## config.mk

```make
export PLATFORM = sky130hd
export DESIGN_NAME = div_arbiter
export DESIGN_NICKNAME = d
export VERILOG_FILES = /design/src/rtl/div_arbiter.sv
export SDC_FILE = /design/constraint.sdc
export NUM_CORES = 1
export LEC_CHECK = 0
export ABC_AREA = 1
export BUFFER_PORTS_ARGS = -buffer_cell sky130_fd_sc_hd__buf_4
export CAP_MARGIN = 20
export CORE_AREA = 5 5 153 155
export CTS_BUF_LIST = sky130_fd_sc_hd__clkbuf_4 sky130_fd_sc_hd__clkbuf_8
export DETAILED_ROUTE_END_ITERATION = 8
export DIE_AREA = 0 0 158 160
export PLACE_DENSITY = 0.63
export SLEW_MARGIN = 20
export SYNTH_ARGS = -nofsm -noshare
export SYNTH_HDL_FRONTEND = slang
export SYNTH_SLANG_ARGS = --single-unit
```

## constraint.sdc

```tcl
create_clock -name clock -period 2.5 [get_ports clock]
set_clock_uncertainty 0.05 [all_clocks]
set_input_delay 0.125 -clock clock [delete_from_list [all_inputs] [get_ports clock]]
set_output_delay 0.125 -clock clock [all_outputs]
set_load 0.01 [all_outputs]
```

## src/rtl/div_arbiter.sv

```systemverilog
// Round-robin arbiter and sequencer sharing one fixed-latency divider between two requesters.
// Optional: define DIV_ZERO_BYPASS_EN to return zero-denominator results after one cycle.
module div_arbiter #(
    parameter int LATENCY = 4
) (
    input  logic        clock,
    input  logic        reset_n,
    input  logic [1:0]  req_valid,
    input  logic [1:0]  req_signed,
    input  logic [31:0] req_numer0,
    input  logic [31:0] req_denom0,
    input  logic [31:0] req_numer1,
    input  logic [31:0] req_denom1,
    output logic [1:0]  req_ready,
    output logic [31:0] div_numer,
    output logic [31:0] div_denom,
    input  logic [31:0] quot_s,
    input  logic [31:0] rem_s,
    input  logic [31:0] quot_u,
    input  logic [31:0] rem_u,
    output logic [1:0]  rsp_valid,
    input  logic [1:0]  rsp_ready,
    output logic [31:0] rsp_quotient,
    output logic [31:0] rsp_remainder,
    output logic        rsp_div_by_zero,
    output logic        rsp_overflow,
    output logic        busy
);

    typedef enum logic [1:0] {IDLE, RUN, DONE} state_t;

    localparam logic [3:0] COUNT_INIT = 4'(LATENCY - 1);

`ifdef DIV_ZERO_BYPASS_EN
    localparam bit ZERO_BYPASS = 1'b1;
`else
    localparam bit ZERO_BYPASS = 1'b0;
`endif

    state_t      state_reg;
    logic [3:0]  count_reg;
    logic        owner_reg;
    logic        last_grant_reg;
    logic        signed_reg;

    logic [1:0]  grant;
    logic        sel;
    logic [31:0] sel_numer;
    logic [31:0] sel_denom;
    logic        res_dbz;
    logic        res_ovf;
    logic [31:0] res_quot;
    logic [31:0] res_rem;

    // On contention the requester that did not win last time gets the grant.
    always_comb begin
        grant = req_valid;
        if (req_valid == 2'b11) begin
            grant = last_grant_reg ? 2'b01 : 2'b10;
        end
    end

    assign req_ready = (reset_n && state_reg == IDLE) ? grant : 2'b00;
    assign sel       = req_ready[1];
    assign sel_numer = sel ? req_numer1 : req_numer0;
    assign sel_denom = sel ? req_denom1 : req_denom0;
    assign busy      = (state_reg != IDLE);

    // Special cases override whatever the divider produces for these operands.
    always_comb begin
        res_dbz  = (div_denom == 32'd0);
        res_ovf  = signed_reg && !res_dbz &&
                   (div_numer == 32'h8000_0000) && (div_denom == 32'hFFFF_FFFF);
        res_quot = signed_reg ? quot_s : quot_u;
        res_rem  = signed_reg ? rem_s  : rem_u;
        if (res_dbz) begin
            res_quot = 32'hFFFF_FFFF;
            res_rem  = div_numer;
        end else if (res_ovf) begin
            res_quot = 32'h8000_0000;
            res_rem  = 32'd0;
        end
    end

    always_ff @(posedge clock or negedge reset_n) begin
        if (!reset_n) begin
            state_reg       <= IDLE;
            count_reg       <= 4'd0;
            owner_reg       <= 1'b0;
            last_grant_reg  <= 1'b1;
            signed_reg      <= 1'b0;
            div_numer       <= 32'd0;
            div_denom       <= 32'd0;
            rsp_valid       <= 2'b00;
            rsp_quotient    <= 32'd0;
            rsp_remainder   <= 32'd0;
            rsp_div_by_zero <= 1'b0;
            rsp_overflow    <= 1'b0;
        end else begin
            case (state_reg)
                IDLE: begin
                    if (|req_ready) begin
                        div_numer      <= sel_numer;
                        div_denom      <= sel_denom;
                        signed_reg     <= req_signed[sel];
                        owner_reg      <= sel;
                        last_grant_reg <= sel;
                        // A zero count captures on the very next edge.
                        if (ZERO_BYPASS && sel_denom == 32'd0) begin
                            count_reg <= 4'd0;
                        end else begin
                            count_reg <= COUNT_INIT;
                        end
                        state_reg <= RUN;
                    end
                end
                RUN: begin
                    if (count_reg == 4'd0) begin
                        rsp_quotient    <= res_quot;
                        rsp_remainder   <= res_rem;
                        rsp_div_by_zero <= res_dbz;
                        rsp_overflow    <= res_ovf;
                        rsp_valid       <= {owner_reg, ~owner_reg};
                        state_reg       <= DONE;
                    end else begin
                        count_reg <= count_reg - 4'd1;
                    end
                end
                DONE: begin
                    if (rsp_ready[owner_reg]) begin
                        rsp_valid <= 2'b00;
                        state_reg <= IDLE;
                    end
                end
                default: state_reg <= IDLE;
            endcase
        end
    end

endmodule
```

==> results of run 1 <==
-- Yosys cell counts --
master,number
nor2_1,210
o31ai_1,1
nor2_2,4
buf_2,35
a31oi_1,66
clkbuf_1,28
or2_2,1
buf_1,2
nand3_1,103
inv_2,5
ha_1,1
dfrtp_1,140
a21oi_1,3
mux2i_1,32
inv_1,46
nand4_1,4
dfstp_2,1
nand2_1,333
nor3_1,1
buf_4,7
o21ai_0,42
-- through the flow --
stage	setup WS, ns	instance area (µm²)	utilization	hold slack (ns)	total power, mW
2_1_floorplan	0.901	7650	-	-0.221	7.51
3_3_place_gp	0.283	10900	0.502	0.331	10.7
4_1_cts	0.00443	12800	0.588	0.000365	13.3
5_1_grt	0.0591	12800	0.589	0.0257	14.3
6_report	0.246	12800	0.590	0.0316	13.2
3_5_place_dp	0.241	10900	0.502	0.325	10.8
-- layout by cell type, fill, tap and decap left out, types with 32 or more instances in the layout --
master,Yosys,layout
a31oi_1,66,66
nand3_1,103,103
mux2i_1,32,32
dfrtp_1,140,139
o21ai_0,42,42
nand2_1,333,332
buf_4,7,403
dlygate4sd3_1,0,142
nor2_1,210,209
inv_1,46,45
-- path summary, 6_finish.rpt --
kind                            cells past startpoint  slack (ns)           endpoint
worst max-delay path                                8        0.25      div_denom[19]
worst min-delay path                                5        0.03  rsp_remainder[23]
worst max register to register                      8        0.25      div_denom[19]
worst min register to register                      2        0.43    rsp_quotient[2]
max in group asynchronous                           3        1.38   rsp_remainder[5]
min in group asynchronous                           3        0.32   rsp_quotient[10]
-- final cells by class --
type                            instances  area [µm²]  share of cell area
Timing Repair Buffer                  555        4630               0.362
Multi-Input combinational cell        801        3620               0.283
Sequential cell                       141        3530               0.276
Tap cell                              280         350              0.0274
Clock buffer                           22         297              0.0232
Inverter                               51         196              0.0154
Clock inverter                          9         159              0.0124
Antenna cell                            2        5.00            0.000391
-- repair_timing --
item	in CTS	in global routing
setup buffers	0	1
hold buffers	142	0
hold endpoints to repair	212	0
endpoints found under the setup margin	0	21
resized for setup	0	3
-- power by group through the flow --
stage / clock network (mW) / logic (mW) / registers, mW
global route: 2.25 / 7.29 / 4.71
finish: 2.09 / 6.58 / 4.55
global placement: 0 / 6.14 / 4.55
floorplan: 0 / 2.79 / 4.73
detailed placement: 0 / 6.23 / 4.57
CTS: 2.15 / 6.62 / 4.54
-- layer usage --
layer | global-route usage | part of all wire | vias to the layer above
met5 | 0 | 0 | -
met4 | 0.0783 | 0.025 | 0
met3 | 0.0563 | 0.080 | 46
met2 | 0.414 | 0.50 | 362
met1 | 0.301 | 0.39 | 4075
li1 | - | - | 4440
-- logic make-up (layout without fill, tap and decap cells) --
logic type | after synthesis | after routing
AND/OR/NAND/NOR | 656 | 656
flip-flops | 141 | 141
buffers and inverters | 123 | 637
AO/OA/AOI/OAI | 112 | 112
multiplexers | 32 | 32
adder cells (fa/ha/maj) | 1 | 1
other | 0 | 2
-- critical path, delay by kind of cell (launching register included) --
kind / cells / cell delay, ns
AO/OA/AOI/OAI: 2 / 0.47
buffers and inverters: 4 / 0.94
flip-flops: 1 / 0.53
AND/OR/NAND/NOR: 2 / 0.19
==> flow_metrics.tcl, run 1 <==
set metrics [dict create \
    nFillCells 1969 \
    wl_mm 31.7 \
    die_h_um 160 \
    hold_viol_final 0 \
    finalCritPeriodShare 0.902 \
    ant_nets 0 \
    critPathCaptureType "flip-flop" \
    grt_max_degree 142 \
    cts_buffers 17 \
    critPathLaunch "last_grant_reg" \
    critical_path_class "flip-flop to flip-flop" \
    power.density_nw_per_um2 1030 \
    cts_tree "built" \
    synth-xor-area-share 0 \
    maxSlewHeadroom 0.409 \
    synth_top_area_frac 0.458 \
    clk_latency_ns 0.44 \
    drv_slew 0 \
    synth_area_leaders "dfrtp_1 46%, nand2_1 16%, nor2_1 10%" \
    worstHoldStart "rem_u[23]" \
    grt.total_usage 0.242 \
    final-setup-viol-count 0 \
    coreArea_um2 21700 \
    htree_levels 4 \
    synth_fa_ha_area_frac 0.00163 \
    clock-sinks 141 \
    dieArea_um2 25300 \
    p_int_mw 7.84 \
    syn_to_final_growth_pct 67.0 \
    die_w_um 158 \
    synthSimpleGateAreaFrac 0.342 \
    drc 0 \
    io_buffers 398 \
    p_clk_frac 0.158 \
    layout_min_cycle_time_ns 2.25 \
    rows 54 \
    final_nets 1832 \
    layoutNonFillerInstCount 1861 \
    synth_top_area_cell "dfrtp_1" \
    critPathLaunchType "flip-flop" \
    min_path_type "input pin to flip-flop" \
    grt_pass1_wl_mm 48.4 \
    place_congestion 0.827 \
    synth_cells 1065 \
    cts.path.max_buffers 2 \
    peakVddDrop_v 0.000438 \
    crit_path_top_delay_cell "dlygate4sd3_1" \
    yosysSeqAreaShare 0.461 \
    r2r_start "last_grant_reg" \
    vias_per_cell 4.79 \
    max_stage_delay_ns 0.58 \
    worstPathArrival_ns 2.58 \
    start_util 0.353 \
    crit_chain "inv_1 > o21ai_0 > nor2_4 > inv_2 > buf_12 > nand2_1 > a31oi_1 > dlygate4sd3_1" \
    status "complete, no violations" \
    yosys_warnings 0 \
    grt.overflow.total 0 \
    synth_top_family_by_area "simple AND/OR/NAND/NOR gates" \
    antenna_found_initial 1 \
    p_leak_nw 6.48 \
    required_ns 2.82 \
    p_sw_mw 5.39 \
    hpwl_mm 22.3 \
    synth-compound-area-share 0.0843 \
    combPwrFrac 0.498 \
    fmax_mhz 444 \
    worstPathMaxFanout 52 \
    clk_pin_slew_ns 0.08 \
    avgSynthCellArea_um2 7.19 \
    rsz0062_at_grt "no" \
    vias 8923 \
    synthesis.area_um2 7650 \
    wl_per_cell_um 17.0 \
    dr.pass1.iters 4 \
    tightest_slew_ns 0.886 \
    synth.net_count 1330 \
    p_seq_frac 0.344 \
    muxShareOfSynthArea 0.0418 \
    synth_seq_cells 141 \
    ys_types 21 \
    cts_root_buf "clkbuf_8" \
    p_sw_frac 0.408 \
    drive_gt1_frac 0.291 \
    first_global_vias 9028 \
    fin_setup_tns_ns 0 \
    drv_cap 0 \
    ios 399 \
    dp_cells 1685 \
    drtIter0Drc 595 \
]
(Power assumes the default switching activity.)
==> inputs of run 2 (changes only) <==
--- a/config.mk
+++ b/config.mk
@@ -8,11 +8,11 @@
 export ABC_AREA = 1
 export BUFFER_PORTS_ARGS = -buffer_cell sky130_fd_sc_hd__buf_4
 export CAP_MARGIN = 20
-export CORE_AREA = 5 5 153 155
+export CORE_AREA = 5 5 150 152
 export CTS_BUF_LIST = sky130_fd_sc_hd__clkbuf_4 sky130_fd_sc_hd__clkbuf_8
 export DETAILED_ROUTE_END_ITERATION = 8
-export DIE_AREA = 0 0 158 160
-export PLACE_DENSITY = 0.63
+export DIE_AREA = 0 0 155 157
+export PLACE_DENSITY_LB_ADDON = 0.08
 export SLEW_MARGIN = 20
 export SYNTH_ARGS = -nofsm -noshare
 export SYNTH_HDL_FRONTEND = slang
==> constraint.sdc (replaced) <==
create_clock -name clock -period 2.25 [get_ports clock]
set_clock_uncertainty 0.05 [all_clocks]
set_input_delay 0.1125 -clock clock [delete_from_list [all_inputs] [get_ports clock]]
set_output_delay 0.1125 -clock clock [all_outputs]
set_load 0.01 [all_outputs]
==> run 2 against run 1 <==
  * Sequential power grew 9.0%
  * Global-route usage is 0.88 points higher
  * Worst setup slack got worse by 0.072 ns
  * Register-to-register slack lost 0.07 ns
  * Power rose by 8.2%
  * Final cell count up 1.4%
  * Non-clock buffer count increased by 34
  * Via count increased by 1.9%
==> flow_metrics.tcl, run 2 (same netlist as run 1, synthesis figures left out) <==
set metrics [dict create \
    status "complete, no violations" \
    path_buf_inv 3 \
    syn_to_final_growth_pct 69.8 \
    ios 399 \
    tightest_slew_ns 0.790 \
    r2r_end "rsp_quotient[24]" \
    htree_levels 4 \
    critPathCaptureType "flip-flop" \
    critical_path_class "flip-flop to flip-flop" \
    seq_area_um2 3530 \
    peakVddDrop_v 0.000555 \
    cts_root_buf "clkbuf_8" \
    ff2ff_setup_slack_ns 0.17 \
    fin_area_um2 13000 \
    rsz0062_at_grt "no" \
    place_congestion 0.823 \
    antenna_found_initial 0 \
    wl_per_cell_um 16.7 \
    rows 53 \
    clk_pin_slew_ns 0.08 \
    cts.path.max_buffers 2 \
    hpwl_mm 22.0 \
    drv_slew 0 \
    grt.total_usage 0.251 \
    io_buffers 398 \
    layout_common_cells "412 x buf_4, 332 x nand2_1, 207 x nor2_1" \
    layout_min_cycle_time_ns 2.08 \
    vias 9093 \
    clock-sinks 141 \
    final-setup-viol-count 0 \
    crit_end "rsp_quotient[24]" \
    required_ns 2.58 \
    critPathLaunch "div_denom[4]" \
    drv_cap 0 \
    wl_mm 31.5 \
    placed_area_um2 10900 \
    crit_top_cell "nand2_1" \
    min_path_type "input pin to flip-flop" \
    dr.pass1.iters 5 \
    finalCritPeriodShare 0.923 \
    layout_commonest_cell "buf_4" \
    die_w_um 155 \
    grt_pass1_wl_mm 48.8 \
    drtIter0Drc 536 \
    rr_worst_depth 11 \
    diodes 0 \
    clk_latency_ns 0.45 \
    vias_per_cell 4.82 \
    maxSlewHeadroom 0.473 \
    worstPathArrival_ns 2.41 \
    hold_viol_final 0 \
    drc 0 \
    grt.overflow.total 0 \
    critPathLaunchType "flip-flop" \
    critical_path_depth 11 \
    dieArea_um2 24300 \
    crit_chain "nor2_1 > nand2_1 > nor2_1 > nand2_1 > nor2_4 > inv_1 > buf_6 > o21ai_0 > dlygate4sd3_1 > nand3_1 > nand2_1" \
    final_nets 1866 \
    multiInputGateArea_um2 3620 \
    first_global_vias 8923 \
    nFillCells 1840 \
    ant_nets 0 \
    cp_top_family "buffers and inverters" \
    fmax_mhz 482 \
    fin_util 0.622 \
    crit_path_top_delay_cell "dlygate4sd3_1" \
    power.density_nw_per_um2 1100 \
    p_leak_nw 6.60 \
    max_stage_delay_ns 0.56 \
    worstPathMaxFanout 32 \
    r2r_start "div_denom[4]" \
    drive_gt1_frac 0.292 \
    fin_setup_tns_ns 0 \
    grt_max_degree 142 \
    cts_tree "built" \
    cts_buffers 17 \
    coreArea_um2 20900 \
    die_h_um 157 \
    start_util 0.366 \
]
[run 2: area by class of cell]
cell class,instances,share of cell area
well taps,275,0.0265
inverters,51,0.0149
repair buffers,589,0.381
multi-input cells,801,0.278
clock buffers,19,0.0201
clock inverters,11,0.00732
flip-flops and latches,141,0.272
[run 2: per-layer routing]
metal / global-route usage / wire length [µm] / up-vias
met5: 0 / 0 / -
met4: 0.0896 / 819 / 0
met3: 0.0621 / 2540 / 50
met2: 0.420 / 15300 / 381
met1: 0.317 / 12900 / 4161
li1: - / - / 4501
[run 2: worst register-to-register path, stage by stage, from the launching register on]
cell and delay [ns]:
dfrtp_1 0.42, nor2_1 0.15, nand2_1 0.10, nor2_1 0.09, nand2_1 0.08, nor2_4 0.11
inv_1 0.06, buf_6 0.18, o21ai_0 0.10, dlygate4sd3_1 0.56, nand3_1 0.06, nand2_1 0.07
[run 2: where the power goes]
part | total [mW] | switching, mW | internal, mW
Combinational | 7.43 | 3.85 | 3.58
Clock | 1.92 | 1.01 | 0.914
Sequential | 4.96 | 1.15 | 3.81
[run 2: per-stage QoR]
| step | setup WS (ns) | hold slack, ns | instances | power [mW] |
|---|---|---|---|---|
| detailed placement | 0.291 | 0.275 | 1685 | 12.0 |
| floorplan | 0.651 | -0.233 | 1065 | 8.35 |
| global placement | 0.333 | 0.272 | 1685 | 11.9 |
| global route | 0.00559 | 0.0275 | 1887 | 15.5 |
| CTS | 0.0298 | 0.000498 | 1881 | 14.3 |
| finish | 0.174 | 0.0234 | 1887 | 14.3 |
[run 2: worst min path at each step]
stage                         to  cells past startpoint  startpoint  slack [ns]
4_1_cts        rsp_remainder[25]                      5   rem_s[25]      0.0005
3_5_place_dp    rsp_quotient[24]                      2     reset_n        0.27
5_1_grt          rsp_quotient[6]                      5   quot_u[6]        0.03
2_1_floorplan       count_reg[0]                      0     reset_n       -0.23
3_3_place_gp    rsp_quotient[25]                      2     reset_n        0.27
6_report       rsp_remainder[25]                      5   rem_s[25]        0.02
[run 2: repair_timing]
| action | 4_1_cts | 5_1_grt |
|---|---|---|
| hold endpoints to repair | 227 | 0 |
| hold buffers | 166 | 0 |
| gates resized for setup | 0 | 7 |
| endpoints found under the setup margin | 0 | 8 |
| setup buffers | 0 | 6 |
==> inputs of run 3 (changes only) <==
--- a/config.mk
+++ b/config.mk
@@ -5,13 +5,13 @@
 export SDC_FILE = /design/constraint.sdc
 export NUM_CORES = 1
 export LEC_CHECK = 0
-export ABC_AREA = 1
+export ABC_CLOCK_PERIOD_IN_PS = 2250
 export BUFFER_PORTS_ARGS = -buffer_cell sky130_fd_sc_hd__buf_4
 export CAP_MARGIN = 20
-export CORE_AREA = 5 5 150 152
+export CORE_AREA = 5 5 153 155
 export CTS_BUF_LIST = sky130_fd_sc_hd__clkbuf_4 sky130_fd_sc_hd__clkbuf_8
 export DETAILED_ROUTE_END_ITERATION = 8
-export DIE_AREA = 0 0 155 157
+export DIE_AREA = 0 0 158 160
 export PLACE_DENSITY_LB_ADDON = 0.08
 export SLEW_MARGIN = 20
 export SYNTH_ARGS = -nofsm -noshare
==> run 3 against run 2 <==
  * Wire length is 0.91% lower
  * Critical path depth is 3 lower
  * Power is 0.95% higher
  * Critical path type unchanged
  * Largest power group unchanged
==> flow_metrics.tcl, run 3 <==
set metrics [dict create \
    status "complete, no violations" \
    synth_top_area_frac 0.508 \
    combPwrFrac 0.509 \
    rows 54 \
    synth_cells 741 \
    async_flop_share 1.00 \
    drv_cap 0 \
    ys_types 37 \
    p_clk_frac 0.148 \
    diodes 0 \
    drv_slew 0 \
    critical_path_depth 8 \
    fin_setup_tns_ns 0 \
    drive_gt1_frac 0.376 \
    path_buf_inv 3 \
    fmax_mhz 445 \
    hpwl_mm 21.0 \
    tightest_slew_ns 0.822 \
    critical_path_class "flip-flop to flip-flop" \
    cts_root_buf "clkbuf_8" \
    critPathLaunch "div_numer[7]" \
    avgSynthCellArea_um2 9.31 \
    critPathLaunchType "flip-flop" \
    grt_pass1_wl_mm 46.5 \
    final_nets 1600 \
    layout_min_cycle_time_ns 2.25 \
    htree_levels 4 \
    antenna_found_initial 0 \
    maxSlewHeadroom 0.452 \
    multiInputGateArea_um2 3280 \
    wl_mm 31.2 \
    clk_pin_slew_ns 0.09 \
    first_global_vias 8426 \
    crit_path_top_delay_cell "or4_4" \
    io_buffers 398 \
    rr_worst_depth 8 \
    start_util 0.318 \
    synth_edf_count 0 \
    whs_ns 0.0389 \
    r2r_end "rsp_remainder[27]" \
    die_w_um 158 \
    worstPathMaxFanout 7 \
    dpl_worst_slack_ns -0.0957 \
    r2r_start "div_numer[7]" \
    synth_common_cells "148 x nand2_1, 140 x dfrtp_1, 71 x nor2_1, 66 x a31oi_1, 64 x mux2i_1" \
    ant_nets 0 \
    p_int_mw 8.81 \
    p_sw_frac 0.391 \
    finalCritPeriodShare 0.998 \
    cts_tree "built" \
    placed_area_um2 10400 \
    max_stage_delay_ns 0.56 \
    yosys_warnings 0 \
    syn_to_final_growth_pct 88.9 \
    coreArea_um2 21700 \
    crit_end "rsp_remainder[27]" \
    p_sw_mw 5.64 \
    place_congestion 0.807 \
    required_ns 2.53 \
    crit_chain "or4_4 > nor4_4 > nand4_1 > buf_4 > o311ai_4 > buf_6 > buf_8 > o21ai_1" \
    peakVddDrop_v 0.000476 \
    synth.net_count 1006 \
    grt.overflow.total 0 \
    synth_area_leaders "dfrtp_1 51%, mux2i_1 9.3%, nand2_1 8.0%" \
    clock-sinks 141 \
    p_leak_nw 6.33 \
    synth.most_common_cell "nand2_1" \
    vias_per_cell 5.02 \
    cts.path.max_buffers 2 \
    drtIter0Drc 384 \
    cts_buffers 17 \
    layoutNonFillerInstCount 1627 \
    dp_cells 1391 \
    clk_latency_ns 0.45 \
    synth_seq_cells 141 \
    synth_top_area_cell "dfrtp_1" \
    dr.pass1.iters 5 \
    hold_viol_final 0 \
    nFillCells 1817 \
    min_path_type "input pin to flip-flop" \
    ff2ff_setup_slack_ns 0.004 \
    die_h_um 160 \
    seq_area_um2 3530 \
    rsz0062_at_grt "yes" \
    grt.total_usage 0.234 \
    timing.final.ws_setup_ns 0.00447 \
    yosysSeqAreaShare 0.511 \
    worstPathArrival_ns 2.52 \
    cp_top_family "simple AND/OR/NAND/NOR gates" \
    fin_util 0.601 \
    ios 399 \
    vias 8171 \
    drc 0 \
    p_seq_frac 0.342 \
    finalPower_mw 14.4 \
    wl_per_cell_um 19.2 \
    final-setup-viol-count 0 \
    critPathCaptureType "flip-flop" \
    grt_max_degree 99 \
    layout_common_cells "420 x buf_4, 199 x dlygate4sd3_1, 147 x nand2_1" \
    synth_ff_type "dfrtp_1" \
    synthesis.area_um2 6900 \
    power.density_nw_per_um2 1110 \
    fin_area_um2 13000 \
    layout_commonest_cell "buf_4" \
    dieArea_um2 25300 \
]
-- run 3: cell families (layout without fill, tap and decap cells) --
kind of cell,count (synthesis),count (layout),share of synthesized area
and+or+nand+nor,264,264,0.160
AOI/OAI and AO/OA,204,204,0.192
DFF,141,141,0.511
buffers and inverters,66,672,0.0399
muxes,65,65,0.0945
adders and majority gates,1,1,0.00181
-- run 3: power groups by stage --
stage	clock, mW	combinational (mW)	sequential [mW]
after floorplan	0	2.66	5.22
after global placement	0	6.57	4.95
after detailed placement	0	6.59	4.98
after CTS	2.19	7.11	4.95
after global routing	2.31	7.99	5.14
final	2.14	7.36	4.95
-- run 3: worst reg2reg max path, stage by stage, from the launching register on --
cell,delay (ns)
dfrtp_1,0.41
or4_4,0.56
nor4_4,0.13
nand4_1,0.13
buf_4,0.17
o311ai_4,0.29
buf_6,0.18
buf_8,0.13
o21ai_1,0.08
-- run 3: worst min-delay path by stage --
| stage | start | endpoint | slack [ns] | cells after the start |
|---|---|---|---|---|
| final | quot_u[3] | rsp_quotient[3] | 0.04 | 4 |
| after global routing | quot_u[17] | rsp_quotient[17] | 0.02 | 4 |
| after CTS | quot_u[17] | rsp_quotient[17] | 0.01 | 4 |
| after detailed placement | reset_n | count_reg[2] | 0.21 | 2 |
| after global placement | reset_n | count_reg[2] | 0.21 | 2 |
| after floorplan | reset_n | count_reg[0] | -0.23 | 0 |
-- run 3: repair_timing --
| item | CTS | global route |
|---|---|---|
| endpoints found under the setup margin | 65 | 65 |
| pin swaps | 0 | 33 |
| hold buffers | 199 | 0 |
| endpoints found under the hold margin | 181 | 0 |
| gates cloned | 0 | 3 |
| buffers inserted | 0 | 3 |
| gates resized for setup | 4 | 36 |
-- run 3: per-layer routing --
metal | track usage | wire length [µm] | vias up | share of wire
met5 | 0 | 0 | - | 0
met4 | 0.0865 | 891 | 0 | 0.029
met3 | 0.0633 | 2580 | 60 | 0.083
met2 | 0.402 | 15400 | 360 | 0.49
met1 | 0.278 | 12400 | 3897 | 0.40
li1 | - | - | 3854 | -
-- run 3: cell type report --
| type | instances | area share |
|---|---|---|
| clock buffers | 22 | 0.0227 |
| clock inverters | 9 | 0.00835 |
| inverters | 6 | 0.00173 |
| multi-input cells | 534 | 0.252 |
| flip-flops and latches | 141 | 0.271 |
| well taps | 280 | 0.0269 |
| repair buffers | 635 | 0.418 |
